## src/rtl/light_pkg.sv

```systemverilog
// rtl/light_pkg.sv - shared traffic-light phase codes, defaults and decode helpers
package light_pkg;

    typedef enum logic [2:0] {
        OFF = 3'd0,
        GA  = 3'd1,
        G   = 3'd2,
        Y   = 3'd3,
        R   = 3'd4,
        ILL = 3'd7
    } phase_t;

    localparam int TICK_DIV_DEFAULT = 50_000_000;

    // lamps = {green, arrow, red, yellow}
    function automatic phase_t decode_lamps(input logic [3:0] lamps);
        phase_t p;
        case (lamps)
            4'b0000: p = OFF;
            4'b1100: p = GA;
            4'b1000: p = G;
            4'b0001: p = Y;
            4'b0010: p = R;
            default: p = ILL;
        endcase
        return p;
    endfunction

    function automatic phase_t legal_next(input phase_t p);
        phase_t n;
        case (p)
            OFF:     n = GA;
            GA:      n = G;
            G:       n = Y;
            Y:       n = R;
            R:       n = OFF;
            default: n = ILL;
        endcase
        return n;
    endfunction

endpackage

```

## src/rtl/light_tick_gen.sv

```systemverilog
// rtl/light_tick_gen.sv - prescaler issuing one tick per TICK_DIV clocks
//   clk, rst : clock, asynchronous active-high reset
//   clr      : synchronous clear of the prescaler
//   tick     : high during the last count of each TICK_DIV period
module light_tick_gen #(
    parameter int TICK_DIV = light_pkg::TICK_DIV_DEFAULT
) (
    input  logic clk,
    input  logic rst,
    input  logic clr,
    output logic tick
);

    localparam int CW = (TICK_DIV > 1) ? $clog2(TICK_DIV) : 1;
    localparam logic [CW-1:0] LAST = CW'(TICK_DIV - 1);

    logic [CW-1:0] cnt;

    always_ff @(posedge clk or posedge rst) begin
        if (rst) begin
            cnt <= '0;
        end else if (clr || (cnt == LAST)) begin
            cnt <= '0;
        end else begin
            cnt <= cnt + CW'(1);
        end
    end

    // Tick is still visible in the cycle a clear is requested, so the
    // period ending exactly at a boundary is counted for the old phase.
    assign tick = (cnt == LAST);

endmodule

```

## src/rtl/light_phase_monitor.sv

```systemverilog
// rtl/light_phase_monitor.sv - decodes lamp outputs into phases, reports durations, flags errors
//   clk, rst                 : clock, asynchronous active-high reset
//   green/arrow/red/yellow   : lamp outputs of the light controller
//   phase                    : current decoded phase code
//   rpt_valid/phase/ticks    : one-cycle report of the phase just ended
//   seq_err, pat_err         : one-cycle pulses for out-of-order / illegal pattern
//   err_count                : saturating error count
//   synced                   : a first phase boundary has been seen
module light_phase_monitor
    import light_pkg::*;
#(
    parameter int TICK_DIV = TICK_DIV_DEFAULT,
    parameter int DUR_W    = 8
) (
    input  logic             clk,
    input  logic             rst,
    input  logic             green,
    input  logic             arrow,
    input  logic             red,
    input  logic             yellow,
    output logic [2:0]       phase,
    output logic             rpt_valid,
    output logic [2:0]       rpt_phase,
    output logic [DUR_W-1:0] rpt_ticks,
    output logic             seq_err,
    output logic             pat_err,
    output logic [7:0]       err_count,
    output logic             synced
);

    logic [3:0]       lamp_q;
    phase_t           phase_q,     phase_d;
    phase_t           dec;
    logic             boundary;
    logic             tick;
    logic [DUR_W-1:0] tick_cnt_q,  tick_cnt_d, tick_cnt_inc;
    logic             synced_q,    synced_d;
    logic             rpt_valid_q, rpt_valid_d;
    logic [2:0]       rpt_phase_q, rpt_phase_d;
    logic [DUR_W-1:0] rpt_ticks_q, rpt_ticks_d;
    logic             seq_err_q,   seq_err_d;
    logic             pat_err_q,   pat_err_d;
    logic [7:0]       err_count_q, err_count_d;

    assign dec      = decode_lamps(lamp_q);
    assign boundary = (dec != phase_q);

    light_tick_gen #(
        .TICK_DIV(TICK_DIV)
    ) u_tick_gen (
        .clk (clk),
        .rst (rst),
        .clr (boundary),
        .tick(tick)
    );

    // Includes a tick landing on this very edge so a report covers
    // floor(length / TICK_DIV) complete periods.
    assign tick_cnt_inc = (tick && (tick_cnt_q != {DUR_W{1'b1}}))
                        ? tick_cnt_q + DUR_W'(1) : tick_cnt_q;

    always_comb begin
        phase_d     = phase_q;
        synced_d    = synced_q;
        tick_cnt_d  = tick_cnt_inc;
        rpt_valid_d = 1'b0;
        rpt_phase_d = rpt_phase_q;
        rpt_ticks_d = rpt_ticks_q;
        seq_err_d   = 1'b0;
        pat_err_d   = 1'b0;
        err_count_d = err_count_q;

        if (boundary) begin
            phase_d    = dec;
            tick_cnt_d = '0;
            if (!synced_q) begin
                // Phase in progress at reset has unknown length: just sync.
                synced_d = 1'b1;
            end else if ((phase_q != ILL) && (dec != ILL)) begin
                rpt_valid_d = 1'b1;
                rpt_phase_d = phase_q;
                rpt_ticks_d = tick_cnt_inc;
                seq_err_d   = (dec != legal_next(phase_q));
            end
            // Leaving ILL falls through with no report and no check.
            pat_err_d = (dec == ILL);
        end

        if ((seq_err_d || pat_err_d) && (err_count_q != 8'hFF)) begin
            err_count_d = err_count_q + 8'd1;
        end
    end

    always_ff @(posedge clk or posedge rst) begin
        if (rst) begin
            lamp_q      <= '0;
            phase_q     <= OFF;
            synced_q    <= 1'b0;
            tick_cnt_q  <= '0;
            rpt_valid_q <= 1'b0;
            rpt_phase_q <= '0;
            rpt_ticks_q <= '0;
            seq_err_q   <= 1'b0;
            pat_err_q   <= 1'b0;
            err_count_q <= '0;
        end else begin
            lamp_q      <= {green, arrow, red, yellow};
            phase_q     <= phase_d;
            synced_q    <= synced_d;
            tick_cnt_q  <= tick_cnt_d;
            rpt_valid_q <= rpt_valid_d;
            rpt_phase_q <= rpt_phase_d;
            rpt_ticks_q <= rpt_ticks_d;
            seq_err_q   <= seq_err_d;
            pat_err_q   <= pat_err_d;
            err_count_q <= err_count_d;
        end
    end

    assign phase     = phase_q;
    assign synced    = synced_q;
    assign rpt_valid = rpt_valid_q;
    assign rpt_phase = rpt_phase_q;
    assign rpt_ticks = rpt_ticks_q;
    assign seq_err   = seq_err_q;
    assign pat_err   = pat_err_q;
    assign err_count = err_count_q;

endmodule

```

## config.mk

```make
export PLATFORM = sky130hd
export DESIGN_NAME = light_phase_monitor
export DESIGN_NICKNAME = d
export VERILOG_FILES = /design/src/rtl/light_pkg.sv /design/src/rtl/light_tick_gen.sv /design/src/rtl/light_phase_monitor.sv
export SDC_FILE = /design/constraint.sdc
export NUM_CORES = 1
export LEC_CHECK = 0
export ABC_AREA = 0
export BUFFER_PORTS_ARGS = -buffer_cell sky130_fd_sc_hd__buf_2
export CAP_MARGIN = 20
export CORE_MARGIN = 10
export CORE_UTILIZATION = 29
export CTS_BUF_LIST = sky130_fd_sc_hd__clkbuf_2 sky130_fd_sc_hd__clkbuf_4 sky130_fd_sc_hd__clkbuf_8
export DETAILED_ROUTE_END_ITERATION = 8
export GPL_TIMING_DRIVEN = 0
export PLACE_DENSITY_LB_ADDON = 0.05
export SETUP_SLACK_MARGIN = 0.1
export SYNTH_ARGS = -nofsm -noshare
export SYNTH_HDL_FRONTEND = slang
export SYNTH_HIERARCHICAL = 1
export SYNTH_SLANG_ARGS = --single-unit
```

## constraint.sdc

```tcl
create_clock -name clk -period 2.75 [get_ports clk]
set_clock_uncertainty 0.05 [all_clocks]
set_input_delay 0.1375 -clock clk [delete_from_list [all_inputs] [get_ports clk]]
set_output_delay 0.1375 -clock clk [all_outputs]
set_load 0.02 [all_outputs]
```

======== Word-level counts from Yosys, hierarchy flattened ========
Cells that the tools add are included.
word-level totals
  register bits after elaboration ......... 64
  bits of input ports ..................... 6
  logic and storage cells ................. 53
operators by class
  add/sub/neg operators ................... 3
  equality and inequality tests ........... 16
  multiplexer cells ....................... 15
  reductions and logical operators ........ 8
operators by type and width
  kind                                                 count
  case mux 3 bit (5 select lines)                      2
  adder 26 x 1 -> 26 bit, second input constant        1
  equality test 26 bit, second input constant          1
  2-to-1 mux 26 bit                                    1
  adder 8 x 1 -> 8 bit, second input constant          2
  2-to-1 mux 8 bit                                     2
  != test 8 bit, second input constant                 2
  2-to-1 mux 3 bit                                     3
  equality test 4 bit, second input constant           2
  2-to-1 mux 1 bit                                     7
  equality test 3 x 2 -> 1 bit, second input constant  2
  equality test 3 bit, second input constant           2
  != test 3 bit                                        2
  != test 3 bit, second input constant                 2
  equality test 4 x 1 -> 1 bit, second input constant  1
  equality test 4 x 2 -> 1 bit, second input constant  1
  zero test 4 bit                                      1
  equality test 3 x 1 -> 1 bit, second input constant  1
  logical AND 1 bit                                    3
  zero test 3 bit                                      1
  AND reduction 3 bit                                  1
  logical OR 1 bit                                     2

======== Logic depth before layout (Yosys ltp) ========
  word-level depth ........................ 13
  depth in mapped cells ................... 10

======== Hierarchy ========
The synthesis kept the hierarchy.
modules (own cells, without submodules)
  module               times used  cells an instance  area each (µm²)  seq. area each (µm²)
  light_phase_monitor  1           168                1929.4           950.9
  light_tick_gen       1           143                1356.3           650.6

======== Least setup slack after synthesis ========
Ideal clock, no wire load.
  kind .................................... reg-to-reg
  start point ............................. register phase_q[1] (netlist: phase[1])
  end point ............................... register u_tick_gen.cnt[18]
  library setup time ...................... 78 ps
  data arrival time ....................... 2394 ps
  setup slack ............................. 228 ps
  stages on the path, launching flop included .. 11
  buffers on the path ..................... 3
  cell sequence ........................... dfrtp_1 > buf_6 > and2b_4 > or4b_4 > a311oi_4 > nor2_4 > buf_6 > inv_1 > o41ai_2 > clkbuf_1 > a21oi_1
on the way
  cells in the longest elaborated chain, start to end .. 3
ends and longest elaborated chain
  item                    line                        text
  from (decl)             light_phase_monitor.sv:32   phase_t phase_q, phase_d;
  from (signal assigned)  light_phase_monitor.sv:108  phase_q <= phase_d;
  != test 3 bit           light_phase_monitor.sv:46   assign boundary = (dec != phase_q);
  net boundary            light_phase_monitor.sv:34   logic boundary;
  logical OR 1 bit        light_tick_gen.sv:22        end else if (clr || (cnt == LAST)) begin
  2-to-1 mux 26 bit       light_tick_gen.sv:22
  to (signal assigned)    light_tick_gen.sv:25        cnt <= cnt + CW'(1);
  to (decl)               light_tick_gen.sv:17        logic [CW-1:0] cnt;
The timed path passes the listed nets, and every way through them passes these cells.
A chain may end at the register's enable or synchronous reset.

======== Worst setup path in the final report ========
  start point ............................. register phase_q[1] (netlist: phase[1])
  end point ............................... register u_tick_gen.cnt[20]
Same word-level chain as after synthesis.

==> run metrics <==
outcome complete, no violations; TritonCTS clock tree yes; RD Place Congestion 0.735; Cell Pwr Density 637 mW/mm^2; Synth Net Count 321; adder-cell share of the synthesized area ~1.5%; Iter 0 DRT Violations 117; Setup TNS 0 ns; synthesis-to-finish area growth 20.2%; Vias 2,429; CTS Buf Count 9; crit path capture type flop; row count 38; Top FF cell, synth dfrtp_1; Fmax achieved 0.394 GHz; Final Max Slew Viols 0; grt peak-use layer met2; crit-path max FO 11; drt total wl 7.45 mm; diodes inserted 0; Min Hold Slack between 0.3 and 0.4 ns; PortBufs 31; worst-skew pair later-pin latency about 0.34 ns; full die area approximately 0.016 sq mm; Die H 126 microns; CP required 2.96 ns; Pwr Total 0.00252 W; Yosys reg bits 64; RSZ-0062 raised after global routing true; Least-Margin Pin Slew between 0.8 and 0.9 ns; vias in the first global route 2,350; peak supply drop 0.454 mV; layout net count 373; layout cell share with drive strength beyond 1 25.5%; Ys Warns 6; DP HPWL 5.23 mm; Root Buffer clkbuf_8; largest family of logic cells by synthesized area simple AND/OR/NAND/NOR gates; GRT met2 Usage 15.0%; fraction of the mapped netlist area in compound gates 8.72%; residual DRC count 0; Post-synth EDFFs 0; critical path class flop to flop; largest net degree at the start of global routing 39; number of max-cap violations 0; Initial Util between 20% and 30%; I/O pin cnt 32; final hold violations 0; register area share after synthesis slightly below 50%; asr flop ratio synth 100%; average size of a mapped cell 10.6 sq um; Synth Instances 311; initial antenna violation count 0; Worst-path clk slew 0.07 ns; Synth Area in Simple Gates approximately a quarter; total gr overflow 0; DR vias/cell 4.78; TritonRoute pass-1 iters 4; Final setup viols 0; part of the cycle the worst path needs 92.4%; Worst setup SP type flop; Die X between 100 and 150 microns; DRT antenna net count 0; Post-Synth XOR/XNOR Area 7.16%; grt met1 use between 10 and 15%; crit path DAT 2.76 ns; max_slew headroom 45.4%; met3 usage under 10%; P_leak 1.67 nW; Max H-tree Level 3; Cell variety after synth 53; Util after Layout a little over a third; Tmin final 2.54 ns; CTS Buffer Depth 2; Core ar. 0.0110 sq mm; wire per inst 14.7 microns; first-pass GRT wire length 12.4 mm; Min-Delay Path Class input pin to asynchronous set/reset pin; Synth Cell Area approximately 0.0033 sq mm; Clock Sinks between 60 and 70; multiplexer share of the synthesized area 3.54%; Total GRT Usage 9.50%
[power by group]
group	switching [W]	internal [W]	total, W
Combinational	0.000312	0.000223	0.000535
Sequential	0.0000924	0.00104	0.00113
Clock	0.000364	0.000486	0.000850
Total	0.000769	0.00175	0.00252
[cell usage in the layout, fill, tap and decap left out, drive strengths merged, types with 4 or more instances in the layout]
| cell type | n |
|---|---|
| a21oi | 18 |
| and2b | 4 |
| and3 | 7 |
| buf | 47 |
| clkbuf | 14 |
| dfrtp | 64 |
| dlygate4sd3 | 5 |
| ha | 4 |
| inv | 10 |
| mux2 | 8 |
| nand2 | 21 |
| nand3 | 21 |
| nand4 | 15 |
| nand4b | 4 |
| nor2 | 30 |
| nor2b | 5 |
| nor3 | 7 |
| o21ai | 10 |
| o31ai | 6 |
| or3 | 7 |
| or4 | 9 |
| xnor2 | 18 |
| xor2 | 8 |
[area by class of cell]
cell class | count | area (sq um)
clock inverters | 3 | 40.0
clock buffers | 13 | 166
well taps | 140 | 175
flip-flops and latches | 64 | 1600
repair buffers | 41 | 263
multi-input cells | 225 | 1570
plain buffers | 12 | 101
inverters | 10 | 37.5
fillers | 1091 | 7030
[flip-flops by register name (all words and copies together) (netlist names)]
name and flops:
lamp_q 4, synced 1, u_tick_gen/cnt 26, rpt_valid 1, phase 3, tick_cnt_q 8
rpt_ticks 8, err_count 8, rpt_phase 3, seq_err 1, pat_err 1
[path summary, 6_finish.rpt]
| check | from | endpoint | slack [ns] | cells past startpoint |
|---|---|---|---|---|
| min | rst | u_tick_gen/cnt[21] | 0.36 | 3 |
| min in group clk | green | lamp_q[3] | 0.39 | 2 |
| max reg2reg | phase[1] | u_tick_gen/cnt[20] | 0.21 | 10 |
| max in group asynchronous | rst | err_count[0] | 1.66 | 3 |
| max | phase[1] | u_tick_gen/cnt[20] | 0.21 | 10 |
| min reg2reg | err_count[2] | err_count[2] | 0.46 | 1 |
[repair_timing]
action | in CTS | in global routing
endpoints found under the setup margin | 20 | 34
resized for setup | 3 | 7
endpoints found under the hold margin | 53 | 0
hold buffers | 5 | 0
buffers inserted | 1 | 3
pin swaps | 1 | 1
[synthesized netlist by cell type, types with 2 or more instances]
| library cell | instances | share of area, % |
|---|---|---|
| xnor2_1 | 17 | 4.5 |
| inv_1 | 10 | 1.1 |
| nor2_1 | 25 | 2.9 |
| o21ai_0 | 9 | 1.4 |
| nand3_1 | 20 | 3.0 |
| nand4_1 | 14 | 2.7 |
| buf_2 | 3 | 0.46 |
| buf_6 | 6 | 2.1 |
| or3_1 | 7 | 1.3 |
| nor3_1 | 7 | 1.1 |
| and3_1 | 7 | 1.3 |
| o31ai_1 | 6 | 1.4 |
| xor2_1 | 8 | 2.1 |
| nand4b_1 | 4 | 1.1 |
| dfrtp_1 | 64 | 49 |
| nor2b_1 | 5 | 0.95 |
| mux2_4 | 7 | 3.2 |
| clkbuf_1 | 3 | 0.34 |
| a21oi_1 | 17 | 2.6 |
| nand2_1 | 21 | 2.4 |
| nor4b_1 | 2 | 0.53 |
| and4_1 | 2 | 0.53 |
| nor4_1 | 3 | 0.57 |
| or4_1 | 8 | 1.8 |
| and2b_1 | 2 | 0.46 |
| nor2_2 | 4 | 0.76 |
| ha_1 | 4 | 1.5 |
[through the flow]
stage	instances	setup WS [ns]	cell area (sq um)
after global routing	508	0.0929	3950
after detailed placement	483	-0.130	3640
after CTS	505	0.0684	3910
after global placement	482	-0.115	3620
final	508	0.209	3950
after floorplan	311	0.228	3290
[routing by layer]
metal / part of all wire (%) / wire length [microns] / up-vias
li1: - / - / 1224
met1: 46 / 3440 / 1152
met2: 48 / 3560 / 45
met3: 4.6 / 341 / 8
met4: 1.5 / 114 / 0
met5: 0 / 0 / -
[logic make-up after synthesis]
kind of cell               Yosys count
AOI/OAI and AO/OA                   42
xor gates and xnor gates            26
adders and majority gates            4
buffers and inverters               22
DFF                                 64
muxes                                8
and+or+nand+nor                    145
[worst max-delay path: stages (launching register included)]
cell and delay, ns:
dfrtp_1 0.40, buf_6 0.14, and2b_4 0.17, or4b_4 0.52
a311oi_4 0.32, nor2_4 0.12, buf_6 0.17, inv_1 0.06
o41ai_2 0.14, buf_4 0.23, a21oi_1 0.13
Note: power is estimated with default switching activity, not from simulation.
